$ cat config.mk
export PLATFORM = sky130hd
export DESIGN_NAME = per2axi_rsp_channel
export DESIGN_NICKNAME = d
export VERILOG_FILES = /design/src/rtl/per2axi_rsp_channel.sv
export SDC_FILE = /design/constraint.sdc
export NUM_CORES = 1
export LEC_CHECK = 0
export CORE_AREA = 4 4 102 85
export CTS_CLUSTER_SIZE = 16
export DETAILED_ROUTE_END_ITERATION = 8
export DIE_AREA = 0 0 106 89
export PLACE_DENSITY = 0.75
export SKIP_LAST_GASP = 1
export SYNTH_ARGS = -nofsm -noshare
export SYNTH_HDL_FRONTEND = slang
export SYNTH_SLANG_ARGS = --single-unit
$ cat constraint.sdc
create_clock -name clk_i -period 1.8 [get_ports clk_i]
set_clock_uncertainty 0.05 [all_clocks]
set_input_delay 0.45 -clock clk_i [delete_from_list [all_inputs] [get_ports clk_i]]
set_output_delay 0.45 -clock clk_i [all_outputs]
set_load 0.05 [all_outputs]
$ cat src/rtl/per2axi_rsp_channel.sv
// per2axi_rsp_channel
// Response stage of the peripheral-to-AXI bridge. It keeps a per-ID read
// context table so the correct 32-bit half of each 64-bit R beat is returned.
// It also arbitrates the AXI R and B channels onto the single, unstallable
// peripheral response port, with one registered response per cycle.

module per2axi_rsp_channel #(
   parameter int unsigned PER_ID_WIDTH   = 5,
   parameter int unsigned AXI_ADDR_WIDTH = 32,
   parameter int unsigned AXI_DATA_WIDTH = 64,
   parameter int unsigned AXI_USER_WIDTH = 6,
   parameter int unsigned AXI_ID_WIDTH   = 3
) (
   input  logic                      clk_i,
   input  logic                      rst_ni,

   output logic                      per_slave_r_valid_o,
   output logic                      per_slave_r_opc_o,
   output logic [PER_ID_WIDTH-1:0]   per_slave_r_id_o,
   output logic [31:0]               per_slave_r_rdata_o,

   input  logic                      axi_master_r_valid_i,
   input  logic [AXI_DATA_WIDTH-1:0] axi_master_r_data_i,
   input  logic [1:0]                axi_master_r_resp_i,
   input  logic                      axi_master_r_last_i,
   input  logic [AXI_ID_WIDTH-1:0]   axi_master_r_id_i,
   input  logic [AXI_USER_WIDTH-1:0] axi_master_r_user_i,
   output logic                      axi_master_r_ready_o,

   input  logic                      axi_master_b_valid_i,
   input  logic [1:0]                axi_master_b_resp_i,
   input  logic [AXI_ID_WIDTH-1:0]   axi_master_b_id_i,
   input  logic [AXI_USER_WIDTH-1:0] axi_master_b_user_i,
   output logic                      axi_master_b_ready_o,

   input  logic                      trans_req_i,
   input  logic [AXI_ID_WIDTH-1:0]   trans_id_i,
   input  logic [AXI_ADDR_WIDTH-1:0] trans_add_i
);

   localparam int unsigned N_IDS = 2 ** AXI_ID_WIDTH;

   // Context table: address bit 2 and outstanding flag per AXI ID.
   logic [N_IDS-1:0]        hi_q, hi_d;
   logic [N_IDS-1:0]        pend_q, pend_d;
   // Previous arbitration winner: 1 = R, 0 = B.
   logic                    last_r_q, last_r_d;

   logic                    valid_q, valid_d;
   logic                    opc_q, opc_d;
   logic [PER_ID_WIDTH-1:0] id_q, id_d;
   logic [31:0]             rdata_q, rdata_d;

   logic                    r_win_s;
   logic                    b_win_s;

   // Binary AXI ID to one-hot peripheral ID; IDs beyond the port width give zero.
   function automatic logic [PER_ID_WIDTH-1:0] onehot_id(input logic [AXI_ID_WIDTH-1:0] id);
      logic [PER_ID_WIDTH-1:0] oh;
      for (int i = 0; i < int'(PER_ID_WIDTH); i++) begin
         if (int'(id) == i) begin
            oh[i] = 1'b1;
         end else begin
            oh[i] = 1'b0;
         end
      end
      return oh;
   endfunction

   // Round-robin choice between R and B; no channel is granted while in reset.
   always_comb begin
      r_win_s = 1'b0;
      b_win_s = 1'b0;
      if (!rst_ni) begin
         r_win_s = 1'b0;
         b_win_s = 1'b0;
      end else if (axi_master_r_valid_i && (!axi_master_b_valid_i || !last_r_q)) begin
         r_win_s = 1'b1;
      end else if (axi_master_b_valid_i) begin
         b_win_s = 1'b1;
      end else begin
         r_win_s = 1'b0;
         b_win_s = 1'b0;
      end
   end

   assign axi_master_r_ready_o = r_win_s;
   assign axi_master_b_ready_o = b_win_s;

   // Build the next peripheral response from whichever channel won this cycle.
   always_comb begin
      valid_d  = 1'b0;
      opc_d    = opc_q;
      id_d     = id_q;
      rdata_d  = rdata_q;
      last_r_d = last_r_q;
      if (r_win_s) begin
         valid_d  = 1'b1;
         opc_d    = axi_master_r_resp_i[1];
         id_d     = onehot_id(axi_master_r_id_i);
         last_r_d = 1'b1;
         if (hi_q[axi_master_r_id_i]) begin
            rdata_d = axi_master_r_data_i[63:32];
         end else begin
            rdata_d = axi_master_r_data_i[31:0];
         end
      end else if (b_win_s) begin
         valid_d  = 1'b1;
         opc_d    = axi_master_b_resp_i[1];
         id_d     = onehot_id(axi_master_b_id_i);
         last_r_d = 1'b0;
         // EXOKAY reports a successful store-conditional as 0.
         if (axi_master_b_resp_i == 2'b01) begin
            rdata_d = 32'h0000_0000;
         end else begin
            rdata_d = 32'h0000_0001;
         end
      end else begin
         valid_d = 1'b0;
      end
   end

   // Table maintenance: an accepted R retires its ID, a newly issued read
   // re-arms it; the issue is applied last so it wins on a same-ID collision.
   always_comb begin
      hi_d   = hi_q;
      pend_d = pend_q;
      if (r_win_s) begin
         pend_d[axi_master_r_id_i] = 1'b0;
      end else begin
         pend_d = pend_q;
      end
      if (trans_req_i) begin
         hi_d[trans_id_i]   = trans_add_i[2];
         pend_d[trans_id_i] = 1'b1;
      end else begin
         hi_d = hi_q;
      end
   end

   // State and registered response outputs, cleared asynchronously.
   always_ff @(posedge clk_i or negedge rst_ni) begin
      if (!rst_ni) begin
         hi_q     <= {N_IDS{1'b0}};
         pend_q   <= {N_IDS{1'b0}};
         last_r_q <= 1'b0;
         valid_q  <= 1'b0;
         opc_q    <= 1'b0;
         id_q     <= {PER_ID_WIDTH{1'b0}};
         rdata_q  <= 32'h0000_0000;
      end else begin
         hi_q     <= hi_d;
         pend_q   <= pend_d;
         last_r_q <= last_r_d;
         valid_q  <= valid_d;
         opc_q    <= opc_d;
         id_q     <= id_d;
         rdata_q  <= rdata_d;
      end
   end

   assign per_slave_r_valid_o = valid_q;
   assign per_slave_r_opc_o   = opc_q;
   assign per_slave_r_id_o    = id_q;
   assign per_slave_r_rdata_o = rdata_q;

   // Inputs carried for port compatibility only.
   logic unused_s;
   assign unused_s = ^{axi_master_r_last_i, axi_master_r_user_i, axi_master_b_user_i,
                       trans_add_i[AXI_ADDR_WIDTH-1:3], trans_add_i[1:0]};

endmodule
# Word-level counts from Yosys, hierarchy flattened
# Index checks and enable logic that the tools add are counted.
# op_classes
muxes	32
multipliers	0
bitwise	0
shift	0
div_mod_pow	0
add_sub_neg	0
reduce_logical	8
order_cmp	3
eq_ne	9
# op_table
operator	n
$mux 32	3
$mux 1	24
$eq 3x3->1 const B	6
$mux 5	2
$bwmux 8	1
$lt 3x4->1 const B	2
$eq 3x2->1 const B	2
$logic_not 3->1	2
$bmux 1 s3	1
$demux 1 s3	1
$ge 3x1->1 const B	1
$eq 2x1->1 const B	1
$logic_and 1x1->1	2
$logic_not 1->1	2
$reduce_bool 2->1	1
$logic_or 1x1->1	1
# totals
rom_bits	0
output_inout_bits	41
latch_bits	0
mem_count	0
reg_bits	48
ram_bits	0
wordCells	58

# Depth between registers and ports, before layout
# depth
word_depth	7
depth_mapped	6

# Least setup slack after synthesis
# No wires, ideal clock.
# synth_timing
path_kind	input to register
start	in axi_master_r_id_i[0]
end	reg rdata_q[0], in the netlist per_slave_r_rdata_o[0]
slack_ns	-0.123
path_buffers	1
t_arrival_ns	1.741
stages	5
path_cell_list	mux4_1 -> mux2i_4 -> buf_8 -> mux2i_1 -> o21ai_1
# synth_between
elab_chain_len	4
# synth_rtl
element	line	text
start, declared	26	input logic [AXI_ID_WIDTH-1:0] axi_master_r_id_i,
$bmux 1 s3	102	if (hi_q[axi_master_r_id_i]) begin
$mux 1 (implied by the code)	102	
$mux 32	102	
$mux 32	97	if (r_win_s) begin
end signal, assigned	158	rdata_q <= rdata_d;
end, declared	52	logic [31:0] rdata_q, rdata_d;
# Every way passes these cells. The select of a mux whose other input is x is not followed.
# A chain may end at the register's enable or synchronous reset.

# Worst setup path after layout
# layout_timing
start	in axi_master_r_id_i[2]
end	reg rdata_q[3], in the netlist per_slave_r_rdata_o[3]
# Same word-level chain as after synthesis.

==> flow_metrics.tcl <==
set metrics [dict create \
    dp.cells 452 \
    place_area_um2 3690 \
    cts_sinks 48 \
    outcome "finished with violations" \
    synth.avg_cell_area_um2 10.9 \
    synthDistinctLibCells 27 \
    final.setup.worst_slack_ns -0.0658 \
    leakage_nw 1.82 \
    reg2reg_depth 6 \
    worstSetupPathType "in2reg" \
    firstDrtPassIters 4 \
    synth_area_um2 2320 \
    slew-limit-headroom 0.596 \
    dieHeight_um 89 \
    nets 483 \
    multiInputGateArea_um2 1060 \
    n_fill_cell 729 \
    irDropWorstVdd_v 0.000477 \
    post-route-drc-count 0 \
    setup.worst_path.end_class "register" \
    maxCapViolCount 0 \
    hpwl_um 5120 \
    core_um2 7690 \
    p_per_area_nw_per_um2 958 \
    fin_crit_sh 1.04 \
    cp_max_fo 7 \
    numCtsBuffers 5 \
    clk_latency_ns 0.30 \
    cp.arrival_ns 2.01 \
    ys_seq_area_frac 0.517 \
    layout-drive-gt1-share 0.261 \
    final-hold-violation-count 0 \
    dp_worst_setup_slack_ns -0.741 \
    place.gp.congestion 0.753 \
    cts-htree-levels 2 \
    regArea_um2 1200 \
    grt_overflow 0 \
    reg2reg_slack_ns -0.06 \
    fin_area_um2 3910 \
    dieArea_um2 9430 \
    io_buffers 122 \
    path_clk_slew_ns 0.09 \
    synth_fp_nets 341 \
    fmax_mhz 536 \
    synth_ff_type "dfrtp_1" \
    first_iter_violations 62 \
    grt_pass1_wl_um 10600 \
    worst_pin_slew_ns 0.605 \
    track_usage 0.143 \
    vias 2133 \
    grt_pass1_vias 2139 \
    synth_top_area_frac 0.517 \
    yosys_warnings 0 \
    die_w_um 106 \
    violations "negative setup slack" \
    cts_root_buf "clkbuf_8" \
    slowest_delay_ns 0.62 \
    period_needed_ns 1.87 \
    rsz0062_at_grt "yes" \
    cp.required_ns 1.94 \
    synth_cells 214 \
    slowest_stage "clkdlybuf4s50_1" \
    async_flop_share 1.00 \
    drt-wirelength-per-cell_um 14.9 \
    reg2reg_from "hi_q[3]" \
    syn_to_final_growth_pct 68.4 \
    antenna_found_initial 0 \
    yosys_register_bits 48 \
    drt_wl_total_um 6940 \
    synth_edf_count 0 \
    crit_top_cell "buf_12" \
    setup_viol 32 \
    timing.rr.end "per_slave_r_rdata_o[3]" \
    crit_chain "clkdlybuf4s50_1, mux2i_4, buf_12, buf_12, mux2i_2, o21ai_1" \
    viasPerCell 4.59 \
    synth.area.top_cells "dfrtp_1 (52%), mux2i_1 (15%), o21ai_1 (6.5%)" \
    grt_start_max_net_pins 49 \
    pin_count 168 \
    cts_tree "done" \
    start_kind "primary input" \
    finalMaxSlewViolations 0 \
    yosys.area.top_type "dfrtp_1" \
    diodes 0 \
    clockBufferDepth 2 \
    initial_core_util 0.302 \
    rows 29 \
    min-delay-path-class "in2async" \
    ant_nets 0 \
    layout.cells.non_filler 465 \
]
[where the power goes]
part	switching, W	leakage (nW)	internal [W]
clock	0.000358	0.0510	0.000307
sequential	0.000103	0.611	0.00125
combinational	0.000948	1.16	0.000778
[worst max-delay path: cells and delay by family]
kind,cells,cell delay [ns]
compound gates,1,0.08
buf+inv,3,0.93
mux,2,0.54
[cell usage after synthesis, types with 3 or more instances]
cell and count:
mux2i_1 34, clkbuf_1 8, a31oi_1 3, o21ai_1 30
inv_1 4, buf_8 3, mux2_2 9, nand2_1 38
nor2_1 7, o21ai_0 4, dfrtp_1 48, nand3_1 3
[repair_timing]
item                                    CTS  global route
gates cloned                              1             2
hold buffers                              0             0
endpoints found under the setup margin   36            34
buffers inserted                          2             0
gates resized for setup                  12             5
pin swaps                                 3             3
[cell families (layout without fill, tap and decap cells)]
group,Yosys count,count (layout),synth area share
AND/OR/NAND/NOR,62,62,0.122
multiplexers,46,46,0.222
AO/OA/AOI/OAI,43,43,0.101
flip-flops,48,48,0.517
buffers and inverters,15,158,0.0387
[area by class of cell]
type / instances / area share
clock buffers: 6 / 0.0211
clock inverters: 2 / 0.00256
inverters: 4 / 0.00480
multi-input cells: 151 / 0.272
flip-flops and latches: 48 / 0.307
well taps: 108 / 0.0345
repair buffers: 146 / 0.358
[placed cells by master, fill, tap and decap left out, types with 3 or more instances in the layout]
| cell type | netlist | layout |
|---|---|---|
| clkbuf_8 | 0 | 6 |
| mux2_2 | 9 | 9 |
| dfrtp_1 | 48 | 48 |
| inv_1 | 4 | 3 |
| buf_4 | 0 | 56 |
| a31oi_1 | 3 | 3 |
| nand2_1 | 38 | 38 |
| nor2_1 | 7 | 7 |
| clkdlybuf4s50_1 | 0 | 76 |
| mux2i_1 | 34 | 33 |
| buf_12 | 0 | 4 |
| nand3_1 | 3 | 3 |
| o21ai_1 | 30 | 31 |
[registers in the layout (all words and copies together), names as in the netlist]
| register | flops |
|---|---|
| per_slave_r_rdata_o | 32 |
| hi_q | 8 |
| per_slave_r_id_o | 5 |
| last_r_q | 1 |
| per_slave_r_opc_o | 1 |
| per_slave_r_valid_o | 1 |
[how the worst max path moves through the flow]
stage                                    start                       to  slack, ns  cells past startpoint
after floorplan           axi_master_r_id_i[0]   per_slave_r_rdata_o[0]      -0.05                      5
after global placement    axi_master_r_id_i[0]  per_slave_r_rdata_o[11]      -0.65                      6
after detailed placement  axi_master_r_id_i[0]   per_slave_r_rdata_o[7]      -0.74                      6
after CTS                 axi_master_r_id_i[0]   per_slave_r_rdata_o[3]      -0.06                      7
after global routing                   hi_q[0]   per_slave_r_rdata_o[8]      -0.11                      6
final                     axi_master_r_id_i[2]   per_slave_r_rdata_o[3]      -0.07                      6
[layer usage]
metal / global-route usage / vias up / share of wire
li1: - / 1039 / -
met1: 0.176 / 992 / 0.42
met2: 0.241 / 94 / 0.48
met3: 0.0585 / 8 / 0.095
met4: 0.0318 / 0 / 0.0091
met5: 0 / - / 0
[stage by stage]
stage	power, W	util	TNS [ns]	hold slack, ns
floorplan	0.00235	-	-1.46	0.104
detailed placement	0.00295	0.480	-24.19	0.418
finish	0.00375	0.509	-0.860	0.336
CTS	0.00371	0.501	-0.714	0.361
global placement	0.00292	0.480	-22.04	0.418
global route	0.00395	0.509	-3.09	0.403
Note: power is estimated with default switching activity, not from simulation.
==> variant (same settings) <==
Reset style: synchronous (`rst_ni`), changed in one clocked block. Comments in the files are not updated.
--- a/src/rtl/per2axi_rsp_channel.sv
+++ b/src/rtl/per2axi_rsp_channel.sv
@@ -140,5 +140,5 @@
 
    // State and registered response outputs, cleared asynchronously.
-   always_ff @(posedge clk_i or negedge rst_ni) begin
+   always_ff @(posedge clk_i) begin
       if (!rst_ni) begin
          hi_q     <= {N_IDS{1'b0}};
Formal check against the unedited RTL: differs if rst_ni is asserted again (counterexample within 4 cycles, from zero or initial values and one cycle with rst_ni low); with rst_ni held inactive, the same outputs for 10 cycles.
==> variant against the original RTL <==
  * First-iteration DRC count down 50%
  * Synthesized area fell by 9.4%
  * Design area shrank 3.3%
  * Maximum frequency is 5.6% higher
  * Sequential cell count unchanged
  * Setup slack gained 99 ps
  * Routed wire length down 6.0%
  * Count of clock-buffer cells in the layout unchanged
  * Critical endpoint is now per_slave_r_rdata_o[15]$_SDFFE_PN0P_
Power is not compared: it rests on default switching activity, and its combinational part moved more than twofold at a synthesized area within 25%.
==> variant: results (changes against the original RTL) <==
| Metric | Value |
|---|---|
| DR vias | 2134 (+0.047%) |
| Max-slew headroom at the worst pin | 0.800 (+0.203) |
| Post-placement cell count | 467 (+3.3%) |
| Share of async-settable or async-resettable flops after synthesis | 0 (-1.00) |
| DRT antenna net count | 0 (unchanged) |
| CP Data Arrival Time | 1900 ps (-110 ps) |
| Mapped Nets | 353 (+3.5%) |
| Final wirelength | 6530 µm (-6.0%) |
| Total half-perimeter wirelength after legalization and detailed placement | 5070 µm (-0.85%) |
| All-Layer GR Usage | 0.129 (-0.0141) |
| Fill cell total of the finished layout | 760 (+4.3%) |
| NumNets Final | 500 (+3.5%) |
| Weighted congestion at the end of routability-driven global placement | 0.832 (+11%) |
| Metal2 WL | 3020 µm (-9.4%) |
| Cell area after placement | 3540 µm² (-4.0%) |
| Post-CTS Setup Inserts | 4 (+2) |
| Post-Place Worst Slack | -740 ps (+1.26 ps) |
| Longest individual stage delay on the worst path | 530 ps (-90 ps) |
| Slew at the pin closest to its max-slew limit | 300 ps (-306 ps) |
| Cell types with the highest counts after synthesis | sky130_fd_sc_hd__dfxtp_1 (48), sky130_fd_sc_hd__mux2i_1 (43), sky130_fd_sc_hd__nand2_1 (39) |
| First-pass GRT wire length | 9810 µm (-7.7%) |
| Worst hold-check slack | 399 ps (+62.7 ps) |
| Worst-path fanout max | 8 (+1) |
| Hold Path Class | reg -> reg |
| Time the worst path needs with I/O delays and setup | 1770 ps (-99.1 ps) |
| Met1 layer usage reported by global route | 0.150 (-0.0261) |
| R2r setup slk | 40 ps (+100 ps) |
| Maximum number of pins on one net before global-route repair | 27 (-45%) |
| Synth top area cells | sky130_fd_sc_hd__dfxtp_1 (46%), sky130_fd_sc_hd__mux2i_1 (20%), sky130_fd_sc_hd__o21ai_1 (7.4%), sky130_fd_sc_hd__nand2_1 (7.0%), sky130_fd_sc_hd__mux4_2 (2.1%) |
| Status | finished clean |
| Mean Syn Cell Area | 9.32 µm² (-14%) |
| Power in sequential cells | 1160 µW |
| GR met3 Demand/Resource | 0.0570 (-0.00144) |
| Global routing usage on met2 | 0.222 (-0.0185) |
| Post-route insts no fill | 482 (+3.7%) |
| Post-Route M1 WL | 2820 µm (-2.2%) |
| Slew Viols, Final | 0 (unchanged) |
| Count of distinct cell types in the synthesized netlist | 29 (+7.4%) |
| Proportion of layout cells with a drive suffix above 1 | 0.246 (-0.0145) |
| Proportion of synthesized chip area in sequential cells | 0.456 (-0.0604) |
| Number of gates resized after cts | 17 (+5) |
| Kind of cell with the highest combined delay on the critical path | multiplexers |
-- variant: kinds of logic after synthesis --
logic type	Yosys count	share of synthesized area
flops	48	0.456
simple gates	72	0.157
mux	47	0.242
buf+inv	16	0.0351
compound gates	43	0.110
-- variant: final timing paths --
check,from,endpoint
max reg2reg,hi_q[7]$_SDFFE_PN0P_,per_slave_r_rdata_o[15]$_SDFFE_PN0P_
max,axi_master_r_id_i[0],per_slave_r_rdata_o[15]$_SDFFE_PN0P_
min reg2reg,per_slave_r_rdata_o[12]$_SDFFE_PN0P_,per_slave_r_rdata_o[12]$_SDFFE_PN0P_
min,per_slave_r_rdata_o[12]$_SDFFE_PN0P_,per_slave_r_rdata_o[12]$_SDFFE_PN0P_
-- variant: cell type report --
class	count	area, µm²	area share
Multi-Input combinational cell	162	1100	0.290
Tap cell	108	135	0.0357
Sequential cell	48	962	0.254
Clock buffer	6	72.6	0.0192
Timing Repair Buffer	153	1470	0.389
Inverter	3	11.3	0.00297
Clock inverter	2	35.0	0.00925
